--- src/rtl/stream_serializer_pkg.sv ---
// Shared stream helpers: width arithmetic used by the stream blocks.
package stream_serializer_pkg;

    // Ceiling log2. Returns 0 for v <= 1.
    function automatic int clog2(input int v);
        int r;
        r = 0;
        while ((1 << r) < v) begin
            r++;
        end
        return r;
    endfunction

    // Beat counter width: at least one bit, so RATIO == 1 still has a legal vector.
    function automatic int cnt_width(input int ratio);
        int w;
        w = clog2(ratio);
        return (w < 1) ? 1 : w;
    endfunction

endpackage

--- src/rtl/stream_serializer.sv ---
// Width down-converter: one wide word in, RATIO narrow beats out, with dn_last
// marking the final slice. dn_val doubles as the EMPTY/SEND state bit.
module stream_serializer
    import stream_serializer_pkg::*;
#(
    parameter int DN_WIDTH  = 8,
    parameter int RATIO     = 4,
    parameter bit MSB_FIRST = 1'b0
) (
    input  logic                      clk,
    input  logic                      rst,
    input  logic [DN_WIDTH*RATIO-1:0] up_bus,
    input  logic                      up_val,
    output logic                      up_rdy,
    output logic [DN_WIDTH-1:0]       dn_bus,
    output logic                      dn_val,
    output logic                      dn_last,
    input  logic                      dn_rdy
);

    localparam int UP_W  = DN_WIDTH * RATIO;
    localparam int CNT_W = cnt_width(RATIO);
    localparam logic [CNT_W-1:0] CNT_LAST = CNT_W'(RATIO - 1);

    logic [UP_W-1:0]  hold;
    logic [CNT_W-1:0] cnt;
    logic [CNT_W-1:0] cnt_inc;
    logic [CNT_W-1:0] cnt_nxt;
    logic             val_nxt;
    logic             last_nxt;
    logic             accept;
    logic             advance;
    logic             final_take;

    // Select beat k of a word; MSB-first walks the slices from the top down.
    // The loop keeps every part-select constant.
    function automatic logic [DN_WIDTH-1:0] slice(input logic [UP_W-1:0] w,
                                                  input logic [CNT_W-1:0] k);
        logic [DN_WIDTH-1:0] s;
        int idx;
        s   = '0;
        idx = MSB_FIRST ? (RATIO - 1 - int'(k)) : int'(k);
        for (int i = 0; i < RATIO; i++) begin
            if (i == idx) begin
                s = w[i*DN_WIDTH +: DN_WIDTH];
            end
        end
        return s;
    endfunction

    // A new word may enter when empty, or when the final beat leaves this cycle.
    assign up_rdy     = ~rst & (~dn_val | (dn_rdy & dn_last));
    assign accept     = up_val & up_rdy;
    assign advance    = dn_val & dn_rdy & ~dn_last;
    assign final_take = dn_val & dn_rdy & dn_last;
    assign cnt_inc    = cnt + CNT_W'(1);

    // Next-state for the control bits; accept takes priority over emptying.
    always_comb begin
        val_nxt  = dn_val;
        last_nxt = dn_last;
        cnt_nxt  = cnt;
        if (accept) begin
            val_nxt  = 1'b1;
            last_nxt = (RATIO == 1);
            cnt_nxt  = '0;
        end else if (advance) begin
            cnt_nxt  = cnt_inc;
            last_nxt = (cnt_inc == CNT_LAST);
        end else if (final_take) begin
            val_nxt  = 1'b0;
            last_nxt = 1'b0;
        end
    end

    // Control state register: only these bits see reset.
    always_ff @(posedge clk) begin
        if (rst) begin
            dn_val  <= 1'b0;
            dn_last <= 1'b0;
            cnt     <= '0;
        end else begin
            dn_val  <= val_nxt;
            dn_last <= last_nxt;
            cnt     <= cnt_nxt;
        end
    end

    // Data path: capture the word on accept, step to the next slice on advance,
    // otherwise hold (covers stall).
    always_ff @(posedge clk) begin
        if (accept) begin
            hold   <= up_bus;
            dn_bus <= slice(up_bus, '0);
        end else if (advance) begin
            dn_bus <= slice(hold, cnt_inc);
        end
    end

endmodule
--- config.mk ---
export PLATFORM = sky130hd
export DESIGN_NAME = stream_serializer
export DESIGN_NICKNAME = d
export VERILOG_FILES = /design/src/rtl/stream_serializer_pkg.sv /design/src/rtl/stream_serializer.sv
export SDC_FILE = /design/constraint.sdc
export NUM_CORES = 1
export LEC_CHECK = 0
export CAP_MARGIN = 5
export CELL_PAD_IN_SITES_DETAIL_PLACEMENT = 1
export CELL_PAD_IN_SITES_GLOBAL_PLACEMENT = 2
export CORE_ASPECT_RATIO = 0.9
export CORE_MARGIN = 2
export CORE_UTILIZATION = 35
export CTS_CLUSTER_DIAMETER = 200
export DETAILED_ROUTE_END_ITERATION = 12
export MAX_ROUTING_LAYER = met4
export PLACE_DENSITY_LB_ADDON = 0.1
export SYNTH_ARGS = -nofsm -noshare
export SYNTH_HDL_FRONTEND = slang
export SYNTH_SLANG_ARGS = --single-unit
--- constraint.sdc ---
create_clock -name clk -period 2.7 [get_ports clk]
set_clock_uncertainty 0.05 [all_clocks]
set_input_delay 0.54 -clock clk [delete_from_list [all_inputs] [get_ports clk]]
set_output_delay 0.54 -clock clk [all_outputs]
set_load 0.005 [all_outputs]
==> results of run 1 <==
[Yosys cell counts, drive strengths merged (2+ instances only)]
master / n
nand3b: 2
nor2: 4
clkbuf: 4
o31ai: 7
nand2b: 2
o22ai: 7
ha: 4
edfxtp: 40
dfxtp: 4
nand4: 7
nor3: 2
a221oi: 8
inv: 5
mux2i: 2
[logic make-up (layout without fill, tap and decap cells)]
kind of cell,Yosys count,in the layout,synth area share
buffers and inverters,10,62,0.02522
AOI/OAI and AO/OA,26,26,0.1353
muxes,3,3,0.01752
and+or+nand+nor,21,21,0.07148
adders and majority gates,4,4,0.02803
xor gates and xnor gates,1,1,0.004906
DFF,44,44,0.7176
[registers in the layout, indices dropped and copies added (netlist names)]
| name | count |
|---|---|
| hold | 32 |
| dn_val | 1 |
| cnt | 2 |
| dn_last | 1 |
| dn_bus | 8 |
[metal layers]
metal / vias to the layer above / GRT usage / wire length, um / part of all wire
met4: 0 / 0.04598 / 44 / 0.011
met2: 37 / 0.2561 / 1950 / 0.47
met3: 4 / 0.03401 / 157 / 0.038
met5: - / - / 0 / 0
li1: 541 / - / - / -
met1: 584 / 0.2086 / 1955 / 0.48
[metrics by stage]
stage | instances | power [uW] | area (um2)
CTS | 226 | 1380 | 2407
global route | 226 | 1420 | 2407
finish | 226 | 1362 | 2407
floorplan | 109 | 882.2 | 1785
global placement | 218 | 981.5 | 2323
detailed placement | 218 | 989.1 | 2323
[worst max-delay path by stage]
stage          depth (start not counted)  slack (ps)         to
5_1_grt                                4         240     up_rdy
3_3_place_gp                           4         340  dn_bus[7]
4_1_cts                                4         300     up_rdy
2_1_floorplan                          4         960  dn_bus[0]
3_5_place_dp                           4         280  dn_bus[7]
6_report                               4         320     up_rdy
[power by group through the flow]
| stage | sequential [uW] | clock, uW | combinational, uW |
|---|---|---|---|
| after floorplan | 808 | 0 | 74.0 |
| after detailed placement | 811 | 0 | 178 |
| after CTS | 795 | 405 | 179 |
| final | 794 | 391 | 177 |
| after global placement | 808 | 0 | 173 |
| after global routing | 798 | 430 | 192 |
[cell type report]
class,count,area (um2),area share
inverter,5,18.77,0.007796
clock buffer,6,72.57,0.03015
sequential,44,1281,0.5322
tap,65,81.33,0.03378
clock inverter,2,11.26,0.004678
timing repair buffer,49,483.0,0.2006
multi-input combinational,55,459.2,0.1907
[worst register-to-register path: cells and delay by family (launching register included)]
family	cells	cell delay (ps)
and+or+nand+nor	1	590
AOI/OAI and AO/OA	2	480
buffers and inverters	1	100
adders and majority gates	1	360
DFF	1	370
==> summary.md, run 1 <==
| Metric | Value |
|---|---|
| Drt first pass iters | 4 |
| Slew Limit Fails | 0 |
| Crit Path Class | in -> out |
| Post-synth EDFFs | 40 |
| Worst hold margin | 548.1 ps |
| Crit path DAT | 1790 ps |
| Startpoint types | input port |
| Die Ht | slightly above 70 um |
| FILL cells | 491 |
| Combinational power share | 0.130 |
| Worst Max-Slew Pin Slew | around 670 ps |
| Crit path capture type | output pin |
| Worst skew pair latency | roughly 280 ps |
| Core Util, Final | 0.4918 |
| Fraction of layout cells with a size suffix above 1 | 0.1180 |
| WL final | between 4 and 5 mm |
| Total Neg Setup Slack | 0 ps |
| Die width | between 70 and 80 um |
| Die Area | 5689 um2 |
| DR vias/cell | 5.159 |
| Initial Util | 0.3648 |
| Worst Path Required | approximately 2100 ps |
| Final setup margin | 317.7 ps |
| Mapped Cells | 109 |
| Cell taking the most area after synthesis | edfxtp_1 |
| Path depth of the worst reg2reg path | 5 |
| Relative slew slack | 0.5551 |
| Num CTS Buffers | 5 |
| Final #Nets | 200 |
| Crit share post-route | 0.8823 |
| Post-CTS Setup Bufs | 0 |
| TritonCTS clock tree | done |
| Placer Congestion | between 0.6 and 0.7 |
| Pint | 1064 uW |
| Final hold vios | 0 |
| Vias | 1166 |
| Post-synth top area share | 0.6727 |
| Largest net degree at the start of global routing | 19 |
| Most used cell, CP | clkdlybuf4s50_1 |
| Avg Cell Area, Syn | 16.38 um2 |
| Synth warn | 0 |
| Top_reg_cell synth | edfxtp_1 |
| # setup viols final | 0 |
| Max IR drop VDD | 0.3179 mV |
| Gr ovfl total | 0 |
| Critical Path Start | dn_rdy |
| Hold Startpoint | dn_last |
| GRT Util Overall | 0.1604 |
| Commonest cells after routing, fill and taps aside | clkdlybuf4s50_1 (46), edfxtp_1 (40), a221oi_1 (8) |
| Sequential element share of the synthesized area | 0.7176 |
| Synthesis-stage register bit count | 44 |
| Clock Sinks | 44 |
| Sw Ratio | 0.2189 |
| Worst reg-to-reg setup slack | 580 ps |
| Leakage | 0.0008041 uW |
| Sequential share of power | 0.583 |
| Mapped Area | 1785 um2 |
| Unrepaired setup endpoints after global routing | no |
| I/O pin count | 47 |
| Pwr dens | 565.8 nW/um2 |
| Commonest non-fill, non-tap cell in the layout | clkdlybuf4s50_1 |
| Worst Hold Class | reg -> reg |
| Area growth syn-to-layout | 34.83% |
| Net Sw Power | 298.2 uW |
| Delay-heaviest family, CP | buffers and inverters |
| Antenna violations before repair | 0 |
| CTS Hold Bufs | 0 |
| Synth area leaders | edfxtp_1 (67%), o31ai_2 (4.9%), dfxtp_1 (4.5%) |
| DRC | 0 |
| Max H-tree Level | 2 |
| RR Startpoint | cnt[0] |
| Syn_nets | 149 |
| DR WL/cell | 18.18 um |
| Slowest stage cell, crit path | clkdlybuf4s50_1 |
| Clock network power share | 0.287 |
| Slowest stage delay, CP | 530 ps |
| Max Fclk | 419.8 MHz |
| Final min period | 2382 ps |
| Root Buffer | clkbuf_8 |
| Cell Chain, Critical Path | clkdlybuf4s50_1, a21boi_1, nor2_1, clkdlybuf4s50_1 |
| IO buf count | 46 |
| Hold depth | 2 |
| Dpl ws | about 280 ps |
| First-pass GRT wire length | 6.665 mm |
| WP buf/inv | 2 |
| Dpl hpwl | a little over 3 mm |
| Vias in the first global route | 1279 |
| Post-synth cell types | 26 |
| RR Endpoint | dn_bus[4] |
| Clock slew at reported path FFs | around 70 ps |
| Worst Hold Path EP | dn_last |
| Maximum clock path buffer count | 2 |
| Max-cap viol count | 0 |
| Row cnt | 24 |
| Outcome | complete, no violations |
| Core Area | 4895 um2 |
| N_diodes | 0 |
| FFs w/ async S/R, synth | 0 |
| DRT iter0 DRCs | 80 |
| Critical-path maximum fanout | 4 |
| DRT antenna net count | 0 |
| Post-cts sizing count | 0 |
Note: power is estimated with default switching activity, not from simulation.
==> run 2, diff against run 1 <==
PLACE_DENSITY_LB_ADDON = 0.3   (was 0.1)
==> run 2 against run 1 <==
Against the previous run: via count shrank 3.0%; global-route usage up 0.13 points; sequential cell count is the same; critical path type unchanged; clock power grew 28%; largest cell class unchanged.
==> summary.md, run 2 (synthesis results as in run 1) <==
| Metric | Value |
|---|---|
| Outcome | complete, no violations |
| Slowest stage cell, crit path | clkdlybuf4s50_1 |
| Antenna violations before repair | 0 (unchanged) |
| Core Area | 4895 um2 (unchanged) |
| Path depth of the worst reg2reg path | 5 (unchanged) |
| Max IR drop VDD | 0.3012 mV (-5.3%) |
| Startpoint types | input port |
| Worst hold margin | 537.8 ps (-10.31 ps) |
| Maximum clock path buffer count | 2 (unchanged) |
| Slew Limit Fails | 0 (unchanged) |
| DR WL/cell | 17.67 um (-2.8%) |
| CTS Hold Bufs | 0 (unchanged) |
| Worst Path Required | 2110 ps (about the same) |
| Net Sw Power | 309.6 uW (+3.8%) |
| Clock network power share | 0.340 (+0.053) |
| Top reg by flops | hold |
| Fraction of layout cells with a size suffix above 1 | 0.1304 (+0.01242) |
| Dpl hpwl | 2.888 mm (-4.2%) |
| DRC | 0 (unchanged) |
| Critical-path maximum fanout | 4 (unchanged) |
| Unrepaired setup endpoints after global routing | no |
| Max-cap viol count | 0 (unchanged) |
| Cell Chain, Critical Path | clkdlybuf4s50_1, a21boi_1, nor2_1, clkdlybuf4s50_1 |
| Max H-tree Level | 2 (unchanged) |
| N_diodes | 0 (unchanged) |
| Finished Layout Cells | 226 (unchanged) |
| Die width | 79.29 um (unchanged) |
| Worst Hold Class | reg -> reg |
| Root Buffer | clkbuf_8 |
| Hold depth | 2 (unchanged) |
| Sequential share of power | 0.541 (-0.042) |
| Placer Congestion | 0.7641 (+12%) |
| Final min period | 2453 ps (+71.17 ps) |
| Commonest cells after routing, fill and taps aside | clkdlybuf4s50_1 (46), edfxtp_1 (40), a221oi_1 (8) |
| Critical Path Start | dn_rdy |
| Initial Util | 0.3648 (unchanged) |
| Largest regs | hold x32, dn_bus x8, cnt x2 |
| Most used cell, CP | clkdlybuf4s50_1 |
| Final hold vios | 0 (unchanged) |
| Largest net degree at the start of global routing | 27 (+8) |
| Die Ht | 71.76 um (unchanged) |
| I/O pin count | 47 (unchanged) |
| Relative slew slack | 0.6039 (+0.04879) |
| Max FFs per register | 32 (unchanged) |
| Pint | 1158 uW (+8.8%) |
| Sw Ratio | 0.2110 (-0.007928) |
| RR Endpoint | dn_bus[0] |
| Fin area | 2435 um2 (+1.1%) |
| Vias in the first global route | 1281 (+0.16%) |
| Combinational power share | 0.118 (-0.012) |
| Row cnt | 24 (unchanged) |
| WL final | 3.993 mm (-2.8%) |
| Crit share post-route | 0.9087 (+0.02636) |
| Slowest stage delay, CP | 540 ps (about the same) |
| GRT Util Overall | 0.1617 (+0.001302) |
| Max Fclk | 407.6 MHz (-2.9%) |
| Crit path capture type | output pin |
| Dpl cell area | 2323 um2 (unchanged) |
| Die Area | 5689 um2 (unchanged) |
| Placed Instances | 218 (unchanged) |
| Area growth syn-to-layout | 36.37% |
| DRT antenna net count | 0 (unchanged) |
| Final #Nets | 200 (unchanged) |
| TritonCTS clock tree | done |
| Leakage | 0.0008194 uW (+1.9%) |
| DR vias/cell | 5.004 (-3.0%) |
| Clock slew at reported path FFs | 80 ps (about the same) |
| Dpl ws | 269.6 ps (-7.173 ps) |
| Worst reg-to-reg setup slack | 710 ps (+130 ps) |
| Post-cts sizing count | 0 (unchanged) |
| Num CTS Buffers | 5 (unchanged) |
| Crit path DAT | 1860 ps (+70 ps) |
| Post-CTS Setup Bufs | 0 (unchanged) |
| Worst Hold Path EP | cnt[1] |
| Commonest non-fill, non-tap cell in the layout | clkdlybuf4s50_1 |
| Drt first pass iters | 4 (unchanged) |
| DRT iter0 DRCs | 88 (+10%) |
| Final setup margin | 246.6 ps (-71.17 ps) |
| Pwr dens | 602.7 nW/um2 (+6.5%) |
| Worst Max-Slew Pin Slew | 593.0 ps (-73.04 ps) |
| Clock Sinks | 44 (unchanged) |
| Crit Path Class | in -> out |
| # setup viols final | 0 (unchanged) |
| IO buf count | 46 (unchanged) |
| Total Neg Setup Slack | 0 ps (unchanged) |
| Hold Startpoint | cnt[1] |
| Vias | 1131 (-3.0%) |
| Gr ovfl total | 0 (unchanged) |
| RR Startpoint | cnt[0] |
| Worst skew pair latency | 300 ps (+20 ps) |
| First-pass GRT wire length | 6.479 mm (-2.8%) |
==> run 2: power by group through the flow <==
stage | registers (uW) | logic [uW] | clock network [uW]
2_1_floorplan | 808 | 74.0 | 0
3_3_place_gp | 809 | 170 | 0
3_5_place_dp | 811 | 175 | 0
4_1_cts | 795 | 176 | 514
5_1_grt | 798 | 190 | 539
6_report | 794 | 174 | 500
==> run 2: worst max path at each step <==
stage	endpoint	slack (ps)	cells after the start
global placement	up_rdy	350	4
floorplan	dn_bus[0]	960	4
finish	up_rdy	250	4
detailed placement	up_rdy	270	4
CTS	up_rdy	260	4
global route	up_rdy	200	4
==> run 2: metal layers <==
metal	part of all wire	track usage	vias to the layer above
met3	0.061	0.04408	10
met2	0.50	0.2514	40
li1	-	-	542
met1	0.41	0.1934	539
met4	0.021	0.08429	0
met5	0	-	-
==> run 2: through the flow <==
step | power (uW) | util
2_1_floorplan | 882.2 | -
3_3_place_gp | 979.1 | 0.4747
3_5_place_dp | 986.0 | 0.4747
4_1_cts | 1485 | 0.4974
5_1_grt | 1527 | 0.4974
6_report | 1467 | 0.4974
==> run 2: critical path, delay by kind of cell <==
kind,cells,cell delay (ps)
compound gates,1,110
simple gates,1,140
buf+inv,2,1070
==> run 2: cell type report <==
type | instances | area (um2)
well taps | 65 | 81.33
fillers | 481 | 2460
inverters | 5 | 18.77
multi-input cells | 55 | 459.2
repair buffers | 49 | 483.0
clock inverters | 3 | 42.54
flip-flops and latches | 44 | 1281
clock buffers | 5 | 68.82
==> run 3, diff against run 2 <==
REMOVE_ABC_BUFFERS = 1   (was not set)
SKIP_CTS_REPAIR_TIMING = 1   (was not set)
==> run 3 against run 2 <==
Against the previous run: power down 7.8%; sequential power barely moved; die area unchanged; critical endpoint unchanged; highest routed layer unchanged; critical path depth is the same; setup slack gained 63 ps; maximum frequency increased by 2.6%; largest cell class unchanged; via count fell by 0.18%.
==> summary.md, run 3 (synthesis results as in run 1) <==
| Metric | Value |
|---|---|
| Outcome | complete, no violations |
| WL final | 3.966 mm (-0.68%) |
| Crit share post-route | 0.8855 (-0.02315) |
| Critical-path maximum fanout | 4 (unchanged) |
| Max Fclk | 418.2 MHz (+2.6%) |
| Largest net degree at the start of global routing | 21 (-22%) |
| Cell Chain, Critical Path | clkdlybuf4s50_1, a21boi_1, nor2_1, clkdlybuf4s50_1 |
| Maximum clock path buffer count | 2 (unchanged) |
| Relative slew slack | 0.6355 (+0.03166) |
| Placer Congestion | 0.7568 (-0.96%) |
| Max IR drop VDD | 0.3000 mV (-0.40%) |
| DR WL/cell | 17.55 um (-0.68%) |
| FILL cells | 484 (+0.62%) |
| Final hold vios | 0 (unchanged) |
| Gr ovfl total | 0 (unchanged) |
| Commonest non-fill, non-tap cell in the layout | clkdlybuf4s50_1 |
| Clock Sinks | 44 (unchanged) |
| WP buf/inv | 2 (unchanged) |
| I/O pin count | 47 (unchanged) |
| Leakage | 0.0008051 uW (-1.7%) |
| GRT Util Overall | 0.1541 (-0.007600) |
| Largest regs | hold x32, dn_bus x8, cnt x2 |
| DRT iter0 DRCs | 47 (-47%) |
| Final setup margin | 309.1 ps (+62.50 ps) |
| Commonest cells after routing, fill and taps aside | clkdlybuf4s50_1 (46), edfxtp_1 (40), a221oi_1 (8) |
| Max H-tree Level | 2 (unchanged) |
| Row cnt | 24 (unchanged) |
| Worst Hold Class | reg -> reg |
| DRT antenna net count | 0 (unchanged) |
| First-pass GRT wire length | 6.258 mm (-3.4%) |
| # setup viols final | 0 (unchanged) |
| Die Area | 5689 um2 (unchanged) |
| Die Ht | 71.76 um (unchanged) |
| Top reg by flops | hold |
| Vias | 1129 (-0.18%) |
| Crit path DAT | 1800 ps (-60 ps) |
| Crit path capture type | output pin |
| Num CTS Buffers | 5 (unchanged) |
| Worst Max-Slew Pin Slew | 545.6 ps (-47.39 ps) |
| TritonCTS clock tree | done |
| Startpoint types | input port |
| Slew Limit Fails | 0 (unchanged) |
| Worst skew pair latency | 290 ps (about the same) |
| Unrepaired setup endpoints after global routing | no |
| Clock slew at reported path FFs | 70 ps (about the same) |
| Final #Nets | 200 (unchanged) |
| Pwr dens | 563.0 nW/um2 (-6.6%) |
| Core Area | 4895 um2 (unchanged) |
| IO buf count | 46 (unchanged) |
| Max FFs per register | 32 (unchanged) |
| Area growth syn-to-layout | 34.62% |
| Most used cell, CP | clkdlybuf4s50_1 |
| Max-cap viol count | 0 (unchanged) |
| Vias in the first global route | 1252 (-2.3%) |
| Initial Util | 0.3648 (unchanged) |
| Worst Path Required | 2110 ps (about the same) |
| DR vias/cell | 4.996 (-0.18%) |
| Total Neg Setup Slack | 0 ps (unchanged) |
| Fraction of layout cells with a size suffix above 1 | 0.1118 (-0.01863) |
| Dpl ws | 313.3 ps (+43.67 ps) |
| Die width | 79.29 um (unchanged) |
| Delay-heaviest family, CP | buffers and inverters |
| Final min period | 2391 ps (-62.50 ps) |
| Crit Path Class | in -> out |
| Drt first pass iters | 4 (unchanged) |
| DRC | 0 (unchanged) |
| Root Buffer | clkbuf_8 |
| N_diodes | 0 (unchanged) |
| Slowest stage delay, CP | 540 ps (about the same) |
| Dpl hpwl | 2.968 mm (+2.8%) |
| Slowest stage cell, crit path | clkdlybuf4s50_1 |
| Antenna violations before repair | 0 (unchanged) |
## run 3: cell types whose count changed in the layout (fill, tap and decap cells not counted), sizes merged
cell,change
bufinv,-1
clkinvlp,-1
clkbuf,+2
## run 3: through the flow
stage	instances	hold slack [ps]	power, uW	area [um2]	utilization
CTS	226	542.6	1375	2404	0.4911
detailed placement	218	528.6	987.1	2323	0.4747
floorplan	104	482.9	877.6	1759	-
global placement	218	509.7	979.0	2323	0.4747
global route	226	591.2	1414	2404	0.4911
finish	226	538.2	1353	2404	0.4911
## run 3: path summary, 6_finish.rpt
path | startpoint | endpoint | slack (ps) | depth (start not counted)
worst max-delay path | dn_rdy | up_rdy | 310 | 4
worst min-delay path | cnt[1] | cnt[1] | 540 | 2
worst max register to register | cnt[0] | dn_bus[7] | 790 | 5
worst min register to register | cnt[1] | cnt[1] | 540 | 2
## run 3: worst reg2reg max path: cells and delay by family (launching register included)
kind                       cells  cell delay, ps
DFF                            1             360
adders and majority gates      1             350
buffers and inverters          1             100
AOI/OAI and AO/OA              2             400
and+or+nand+nor                1             500
## run 3: layout make-up
class | count | area [um2] | area share
Inverter | 5 | 18.77 | 0.007808
Clock buffer | 7 | 76.32 | 0.03175
Clock inverter | 1 | 3.754 | 0.001562
Sequential cell | 44 | 1281 | 0.5331
Tap cell | 65 | 81.33 | 0.03384
Multi-Input combinational cell | 55 | 459.2 | 0.1910
Timing Repair Buffer | 49 | 483.0 | 0.2009
## run 3: power by group
group / switching [uW] / total, uW / internal, uW
registers: 11.9 / 795 / 783
clock network: 205 / 385 / 180
logic: 71.8 / 173 / 101
total: 289 / 1350 / 1060
## run 3: metal layers
| metal | vias to the layer above | part of all wire | track usage |
|---|---|---|---|
| met2 | 34 | 0.50 | 0.2561 |
| met5 | - | 0 | - |
| li1 | 543 | - | - |
| met1 | 547 | 0.44 | 0.1898 |
| met3 | 5 | 0.050 | 0.04156 |
| met4 | 0 | 0.0058 | 0.03448 |
